## src/rtl/seq_alu.sv

```systemverilog
// Clocked ALU: single-cycle logic/add/sub, WIDTH-cycle shift-add multiply.
// Results are registered and qualified by a one-cycle done strobe.
module seq_alu #(
    parameter int WIDTH = 8
) (
    input  logic             clk,
    input  logic             rst,
    input  logic             start,
    input  logic [WIDTH-1:0] a,
    input  logic [WIDTH-1:0] b,
    input  logic [2:0]       op,
    output logic             busy,
    output logic             done,
    output logic [WIDTH-1:0] c,
    output logic [WIDTH-1:0] c_hi,
    output logic             co,
    output logic             zero
);
    localparam int CW = (WIDTH > 2) ? $clog2(WIDTH) : 1;
    localparam logic [CW-1:0] LAST = CW'(WIDTH - 1);

    localparam logic [2:0] OP_NOT = 3'b000;
    localparam logic [2:0] OP_AND = 3'b001;
    localparam logic [2:0] OP_OR  = 3'b010;
    localparam logic [2:0] OP_XOR = 3'b011;
    localparam logic [2:0] OP_ADD = 3'b100;
    localparam logic [2:0] OP_SUB = 3'b101;
    localparam logic [2:0] OP_MUL = 3'b110;

    typedef enum logic {S_IDLE, S_MUL} state_t;

    state_t               state_reg, state_next;
    logic [2*WIDTH-1:0]   acc_reg, acc_next;
    logic [2*WIDTH-1:0]   a_sh_reg, a_sh_next;
    logic [WIDTH-1:0]     b_sh_reg, b_sh_next;
    logic [CW-1:0]        cnt_reg, cnt_next;
    logic [WIDTH-1:0]     c_reg, c_next;
    logic [WIDTH-1:0]     c_hi_reg, c_hi_next;
    logic                 co_reg, co_next;
    logic                 zero_reg, zero_next;
    logic                 done_reg, done_next;

    logic [WIDTH:0]       wide_res;
    logic [2*WIDTH-1:0]   sum;

    always_ff @(posedge clk or posedge rst) begin
        if (rst) begin
            state_reg <= S_IDLE;
            acc_reg   <= '0;
            a_sh_reg  <= '0;
            b_sh_reg  <= '0;
            cnt_reg   <= '0;
            c_reg     <= '0;
            c_hi_reg  <= '0;
            co_reg    <= 1'b0;
            zero_reg  <= 1'b1;
            done_reg  <= 1'b0;
        end else begin
            state_reg <= state_next;
            acc_reg   <= acc_next;
            a_sh_reg  <= a_sh_next;
            b_sh_reg  <= b_sh_next;
            cnt_reg   <= cnt_next;
            c_reg     <= c_next;
            c_hi_reg  <= c_hi_next;
            co_reg    <= co_next;
            zero_reg  <= zero_next;
            done_reg  <= done_next;
        end
    end

    always_comb begin
        state_next = state_reg;
        acc_next   = acc_reg;
        a_sh_next  = a_sh_reg;
        b_sh_next  = b_sh_reg;
        cnt_next   = cnt_reg;
        c_next     = c_reg;
        c_hi_next  = c_hi_reg;
        co_next    = co_reg;
        zero_next  = zero_reg;
        done_next  = 1'b0;
        wide_res   = '0;
        sum        = acc_reg + (b_sh_reg[0] ? a_sh_reg : '0);

        case (state_reg)
            S_IDLE: begin
                if (start) begin
                    if (op == OP_MUL) begin
                        state_next = S_MUL;
                        a_sh_next  = {{WIDTH{1'b0}}, a};
                        b_sh_next  = b;
                        acc_next   = '0;
                        cnt_next   = '0;
                    end else begin
                        // Bit WIDTH of wide_res carries the carry/borrow.
                        case (op)
                            OP_NOT:  wide_res = {1'b0, ~a};
                            OP_AND:  wide_res = {1'b0, a & b};
                            OP_OR:   wide_res = {1'b0, a | b};
                            OP_XOR:  wide_res = {1'b0, a ^ b};
                            OP_ADD:  wide_res = {1'b0, a} + {1'b0, b};
                            OP_SUB:  wide_res = {1'b0, a} - {1'b0, b};
                            default: wide_res = '0;
                        endcase
                        c_next    = wide_res[WIDTH-1:0];
                        c_hi_next = '0;
                        co_next   = wide_res[WIDTH];
                        zero_next = (wide_res[WIDTH-1:0] == '0);
                        done_next = 1'b1;
                    end
                end
            end
            S_MUL: begin
                // Multiplicand shifts left while multiplier shifts right, so
                // bit 0 of b_sh_reg is always multiplier bit cnt_reg.
                acc_next  = sum;
                a_sh_next = a_sh_reg << 1;
                b_sh_next = b_sh_reg >> 1;
                cnt_next  = cnt_reg + CW'(1);
                if (cnt_reg == LAST) begin
                    state_next = S_IDLE;
                    cnt_next   = '0;
                    c_next     = sum[WIDTH-1:0];
                    c_hi_next  = sum[2*WIDTH-1:WIDTH];
                    co_next    = |sum[2*WIDTH-1:WIDTH];
                    zero_next  = (sum == '0);
                    done_next  = 1'b1;
                end
            end
            default: state_next = S_IDLE;
        endcase
    end

    assign busy = (state_reg == S_MUL);
    assign done = done_reg;
    assign c    = c_reg;
    assign c_hi = c_hi_reg;
    assign co   = co_reg;
    assign zero = zero_reg;
endmodule

```

## config.mk

```make
export PLATFORM = sky130hd
export DESIGN_NAME = seq_alu
export DESIGN_NICKNAME = d
export VERILOG_FILES = /design/src/rtl/seq_alu.sv
export SDC_FILE = /design/constraint.sdc
export NUM_CORES = 1
export LEC_CHECK = 0
export ABC_AREA = 1
export BUFFER_PORTS_ARGS = -buffer_cell sky130_fd_sc_hd__buf_2
export CORE_ASPECT_RATIO = 0.9
export CORE_MARGIN = 2
export CORE_UTILIZATION = 45
export DETAILED_ROUTE_END_ITERATION = 10
export GPL_TIMING_DRIVEN = 0
export PLACE_DENSITY = 0.59
export RECOVER_POWER = 100
export SKIP_LAST_GASP = 1
export SLEW_MARGIN = 20
export SYNTH_ARGS = -nofsm -noshare
export SYNTH_HDL_FRONTEND = slang
export SYNTH_SLANG_ARGS = --single-unit
export TNS_END_PERCENT = 1
```

## constraint.sdc

```tcl
create_clock -name clk -period 2.6 [get_ports clk]
set_input_delay 0.26 -clock clk [delete_from_list [all_inputs] [get_ports clk]]
set_output_delay 0.26 -clock clk [all_outputs]
set_load 0.02 [all_outputs]
```

==> results of run 1 <==
[stage by stage]
step,total power [mW],setup WS [ps],util,TNS (ps)
after global routing,5.62,-7.74,0.543,-7.74
after floorplan,3.13,436,-,0
after CTS,5.21,79.1,0.537,0
after detailed placement,3.85,-257,0.504,-634
final,5.23,170,0.543,0
after global placement,3.80,-218,0.501,-2780
[metal layers]
metal	track usage	vias to the layer above
met3	0.0558	8
met2	0.373	104
met4	0.0469	0
met1	0.379	2174
li1	-	2350
met5	0	-
[cells by family (layout without fill, tap and decap cells)]
logic type	Yosys count	after routing
compound gates	72	72
xor+xnor	12	12
fa+ha+maj	44	44
buf+inv	146	203
flops	63	63
simple gates	378	378
[worst paths after layout]
path | depth (start not counted) | endpoint | start | slack [ps]
max in group asynchronous | 4 | acc_reg[1] | rst | 510
min in group asynchronous | 3 | cnt_reg[0] | rst | 520
worst min register to register | 2 | zero | zero | 470
worst min-delay path | 3 | a_sh_reg[0] | a[0] | 300
worst max register to register | 8 | c_hi[6] | cnt_reg[0] | 180
worst max-delay path | 17 | zero | op[1] | 170
[repair_timing]
action | CTS | global route
hold buffers | 1 | 0
gates resized for setup | 2 | 24
setup endpoints to repair | 7 | 4
setup buffers | 0 | 1
hold endpoints to repair | 14 | 0
[tightest hold or removal path: cells and delay by family]
family	cells	cell delay (ps)
buffers and inverters	2	220
AO/OA/AOI/OAI	1	90
[power by group through the flow]
stage	registers, mW	clock network (mW)	logic, mW
2_1_floorplan	1.74	0	1.39
3_3_place_gp	1.59	0	2.21
3_5_place_dp	1.61	0	2.24
4_1_cts	1.61	1.35	2.24
5_1_grt	1.69	1.39	2.54
6_report	1.63	1.33	2.27
[layout make-up]
cell class                      instances  area (µm²)
Timing Repair Buffer                   43         196
Tap cell                              129         161
Multi-Input combinational cell        506        2770
Inverter                              130         489
Clock inverter                          4        77.6
Sequential cell                        63        1580
Buffer                                 15        81.3
Fill cell                            1102        4720
Clock buffer                           11         253
[layout by cell type (no fill, tap or decap), types with 9 or more instances in the layout]
cell type / n
nand2_1: 252
xor2_1: 10
clkbuf_1: 30
ha_1: 35
nand4_1: 9
clkbuf_16: 9
nand3_1: 43
inv_1: 125
nor2_1: 47
dfrtp_1: 61
o22ai_1: 13
a21oi_1: 13
o221ai_1: 11
o21ai_0: 22
buf_2: 21
==> impl_metrics.env, run 1 <==
export IMPL_status="finished, violations left"
export IMPL_violations="design-rule violations"
export IMPL_hold_viol=0
export IMPL_post_drt_via_cell_ratio=5.15
export IMPL_synth_top_family_by_area="simple AND/OR/NAND/NOR gates"
export IMPL_crit_fanout=10
export IMPL_skew_ps=7.06
export IMPL_ys_warn_count=0
export IMPL_num_antenna_cells=0
export IMPL_fp_coreArea_um2=10300
export IMPL_maxSlewHeadroom=0.185
export IMPL_fp_dieH_um=102
export IMPL_synth_common_cells="nand2_1, inv_1, dfrtp_1, nor2_1, nand3_1"
export IMPL_first_global_vias=4318
export IMPL_tightest_slew_ps=1220
export IMPL_final_cells=901
export IMPL_synthMuxAreaShare=0
export IMPL_setup_viol=0
export IMPL_grt_ovfl_total=0
export IMPL_post_dp_cell_area_um2=5210
export IMPL_finalCriticalPeriod_ps=2430
export IMPL_synth_top_area_share=0.322
export IMPL_synth_enable_flop_cells=0
export IMPL_dr_wl_met2_um=5740
export IMPL_leakagePower_nw=3.17
export IMPL_p_int_mw=3.02
export IMPL_crit_type="in -> reg"
export IMPL_maxCapViolCount=0
export IMPL_syn_nets=781
export IMPL_synth_area_um2=4820
export IMPL_clk_pin_slew_worst_paths_ps=50
export IMPL_synth_ff_type="dfrtp_1"
export IMPL_synth_area_leaders="dfrtp_1, nand2_1, ha_1, inv_1, nand3_1"
export IMPL_synth_adder_area_share=0.117
export IMPL_synth_cells=715
export IMPL_max_stage_delay_ps=490
export IMPL_p_clk_frac=0.255
export IMPL_synthToLayoutAreaGrowth_pct=16.5
export IMPL_gr_usage_all_layers=0.251
export IMPL_crit_path_start_kind="input pin"
export IMPL_rows=35
export IMPL_fmax_ghz=0.411
export IMPL_synthArstFlopShare=1.00
export IMPL_wl_met3_um=833
export IMPL_via_count=4636
export IMPL_path_buf_inv=4
export IMPL_ios=42
export IMPL_synthXorXnorAreaFrac=0.0218
export IMPL_powerDensity_nw_per_um2=932
export IMPL_hold_ws_ps=296
export IMPL_clk_path_buf_depth=2
export IMPL_drt_first_pass_iters=8
export IMPL_cp_cell_sequence="buf_2 > inv_2 > nand3_1 > buf_4 > o21ai_0 > fa_1 > inv_1 > nand3_1 > nand3_1 > or2_2 > nand3_1 > nand2_1 > nor2_1 > nand4_1 > nand2_1 > nand2_1 > nand2_1"
export IMPL_crit_required_ps=2870
export IMPL_seq_area_frac_synth=0.328
export IMPL_power_frac_comb=0.433
export IMPL_ctsHtreeMaxLevel=3
export IMPL_clock_latency_ps=330
export IMPL_min_path_type="in -> reg"
export IMPL_ir_drop_mv=0.624
export IMPL_layout_drive_gt1_share=0.0972
export IMPL_cts_tree="built"
export IMPL_cp_end_kind="flop"
export IMPL_yosysUniqueCellTypes=32
export IMPL_routedWlPerCell_um=15.4
export IMPL_synth_seq_cells=63
export IMPL_gp_congestion=0.928
export IMPL_power_switching_mw=2.21
export IMPL_grt_antenna_before_repair=0
export IMPL_drtAntennaViolNets=0
export IMPL_p_seq_frac=0.312
export IMPL_clk_root_buffer_cell="clkbuf_16"
export IMPL_drt_met1_wl_um=7170
export IMPL_avgSynthCellArea_um2=6.74
export IMPL_routed_wl_um=13800
export IMPL_finalInstanceArea_um2=5610
export IMPL_switching_share=0.423
export IMPL_grt_pass1_wl_um=22400
export IMPL_cp_arrival_ps=2700
export IMPL_die_area_um2=11500
export IMPL_numCtsBuffers=9
export IMPL_yosys_area_share_simple=0.323
export IMPL_dr_max_layer_used="met4"
export IMPL_final_max_slew_violation_count=0
export IMPL_grt_max_degree=50
export IMPL_synth_most_common_cell="nand2_1"
export IMPL_final_nets=834
export IMPL_die_w_um=113
export IMPL_post_dp_hpwl_um=10900
export IMPL_period_share=0.935
export IMPL_yosysTopAreaCell="dfrtp_1"
export IMPL_port_buffers=40
export IMPL_drc_errors=2
export IMPL_clkSinkCount=63
export IMPL_drtIter0Drc=347
export IMPL_place_inst=885
export IMPL_cp_slowest_cell="o21ai_0"
export IMPL_start_util=0.466
export IMPL_cp_top_family="simple AND/OR/NAND/NOR gates"
export IMPL_synth_compound_area_frac=0.0919
(Power assumes the default switching activity.)
==> run 2: changes to the inputs <==
--- a/config.mk
+++ b/config.mk
@@ -9,10 +9,11 @@
 export BUFFER_PORTS_ARGS = -buffer_cell sky130_fd_sc_hd__buf_2
 export CORE_ASPECT_RATIO = 0.9
 export CORE_MARGIN = 2
-export CORE_UTILIZATION = 45
+export CORE_UTILIZATION = 61
+export CTS_CLUSTER_DIAMETER = 30
 export DETAILED_ROUTE_END_ITERATION = 10
 export GPL_TIMING_DRIVEN = 0
-export PLACE_DENSITY = 0.59
+export PLACE_DENSITY = 0.77
 export RECOVER_POWER = 100
 export SKIP_LAST_GASP = 1
 export SLEW_MARGIN = 20
==> impl_metrics.env, run 2 (same netlist as run 1, synthesis figures left out) <==
export IMPL_r2r_slack_ps=180
export IMPL_ir_drop_mv=0.561
export IMPL_drc_errors=0
export IMPL_gr_usage_all_layers=0.318
export IMPL_path_buf_inv=2
export IMPL_die_area_um2=8620
export IMPL_setup_viol=0
export IMPL_post_drt_via_cell_ratio=5.54
export IMPL_powerDensity_nw_per_um2=885
export IMPL_cts_tree="built"
export IMPL_final_max_slew_violation_count=0
export IMPL_grt_max_degree=57
export IMPL_fillCellCount=649
export IMPL_crit_required_ps=2890
export IMPL_synthToLayoutAreaGrowth_pct=13.1
export IMPL_port_buffers=40
export IMPL_tightest_slew_ps=1370
export IMPL_ios=42
export IMPL_utilization=0.718
export IMPL_start_util=0.635
export IMPL_switching_share=0.464
export IMPL_cp_slowest_cell="dfrtp_2"
export IMPL_die_w_um=97.7
export IMPL_routedWlPerCell_um=15.3
export IMPL_grt_use_met2=0.505
export IMPL_gp_congestion=0.999
export IMPL_use_met1=0.457
export IMPL_maxCapViolCount=0
export IMPL_clk_root_buffer_cell="clkbuf_8"
export IMPL_gr_max_usage_layer="met2"
export IMPL_r2r_end="zero"
export IMPL_maxSlewHeadroom=0.0900
export IMPL_finalCriticalPeriod_ps=2420
export IMPL_rows=30
export IMPL_p_int_mw=2.58
export IMPL_status="finished, final reports clean"
export IMPL_numCtsBuffers=9
export IMPL_layout_drive_gt1_share=0.105
export IMPL_crit_type="reg -> reg"
export IMPL_final_common_cell="nand2_1"
export IMPL_setup_tns_ps=0
export IMPL_post_place_ws_ps=-167
export IMPL_skew_ps=11.7
export IMPL_reg2reg_depth=17
export IMPL_p_clk_frac=0.184
export IMPL_drt_first_pass_iters=5
export IMPL_crit_top_cell="nand2_1"
export IMPL_crit_path_start_kind="flop"
export IMPL_grt_ovfl_total=0
export IMPL_met3_usage=0.0592
export IMPL_clk_pin_slew_worst_paths_ps=70
export IMPL_holdPathEnd="b_sh_reg[7]"
export IMPL_max_stage_delay_ps=470
export IMPL_via_count=4813
export IMPL_clkSinkCount=63
export IMPL_final_nets=834
export IMPL_fp_dieH_um=88.3
export IMPL_min_path_type="in -> reg"
export IMPL_drtIter0Drc=364
export IMPL_grt_antenna_before_repair=0
export IMPL_fmax_ghz=0.414
export IMPL_crit_fanout=10
export IMPL_cp_cell_sequence="buf_4 > nand2_1 > inv_1 > ha_2 > nand2_2 > nor2_2 > and2_1 > nand2_1 > nand2_1 > nand2_1 > nand2_1 > nand2_1 > nor2_4 > nand3_1 > nand2_1 > nand2_1 > nand2_1"
export IMPL_period_share=0.929
export IMPL_p_seq_frac=0.337
export IMPL_setup_slack_ps=184
export IMPL_cp_top_family="simple AND/OR/NAND/NOR gates"
export IMPL_power_switching_mw=2.24
export IMPL_ctsHtreeMaxLevel=3
export IMPL_path_depth=17
export IMPL_fp_coreArea_um2=7580
export IMPL_leakagePower_nw=3.12
export IMPL_r2r_start="b_sh_reg[0]"
export IMPL_hold_viol=0
export IMPL_layout_common_cells="nand2_1, inv_1, dfrtp_1, nand3_1, nor2_1"
export IMPL_clock_latency_ps=350
export IMPL_clk_path_buf_depth=2
export IMPL_num_antenna_cells=0
export IMPL_first_global_vias=4497
export IMPL_min_delay_path_depth=3
export IMPL_drtAntennaViolNets=0
export IMPL_routed_wl_um=13300
export IMPL_power_frac_comb=0.479
export IMPL_cp_end_kind="flop"
export IMPL_hold_start="b[7]"
export IMPL_post_dp_hpwl_um=10400
export IMPL_grt_pass1_wl_um=21600
export IMPL_cp_arrival_ps=2700
run 2: worst max-delay path by stage:
stage | startpoint | endpoint | slack [ps]
global placement | b_sh_reg[0] | zero | -170
floorplan | b_sh_reg[0] | co | 440
finish | b_sh_reg[0] | zero | 180
global route | b_sh_reg[0] | zero | -20
CTS | b_sh_reg[0] | zero | 50
detailed placement | b_sh_reg[0] | zero | -170
run 2: repair_timing:
action,4_1_cts,5_1_grt
hold buffers,1,0
endpoints found under the hold margin,7,0
endpoints found under the setup margin,3,2
resized for setup,1,27
buffers inserted,0,1
run 2: area by class of cell:
class	count	area (µm²)	share of cell area
inverter	130	489	0.0898
tap	96	120	0.0221
sequential	63	1580	0.290
clock inverter	7	77.6	0.0142
clock buffer	9	124	0.0227
multi-input combinational	506	2780	0.511
buffer	15	77.6	0.0142
timing repair buffer	43	198	0.0363
run 2: routing by layer:
metal	wire length, µm	up-vias
met5	0	-
met4	229	0
met3	986	22
met2	5710	177
met1	6380	2257
li1	-	2357
run 2: stage by stage:
| stage | cells | instance area [µm²] | power, mW | hold slack [ps] |
|---|---|---|---|---|
| finish | 869 | 5450 | 4.82 | 260 |
| global route | 869 | 5450 | 5.16 | 282 |
| CTS | 868 | 5380 | 4.72 | 254 |
| detailed placement | 852 | 5170 | 3.83 | 161 |
| global placement | 851 | 5140 | 3.76 | 459 |
| floorplan | 715 | 4820 | 3.13 | 448 |
run 2: power groups by stage:
stage               registers [mW]  logic [mW]  clock network (mW)
global route                  1.67        2.56               0.929
detailed placement            1.61        2.23                   0
CTS                           1.60        2.23               0.897
finish                        1.63        2.31               0.886
floorplan                     1.74        1.39                   0
global placement              1.59        2.17                   0
run 2: worst min-delay path: stages:
cell,delay (ps)
buf_2,120
inv_1,90
o22ai_1,90
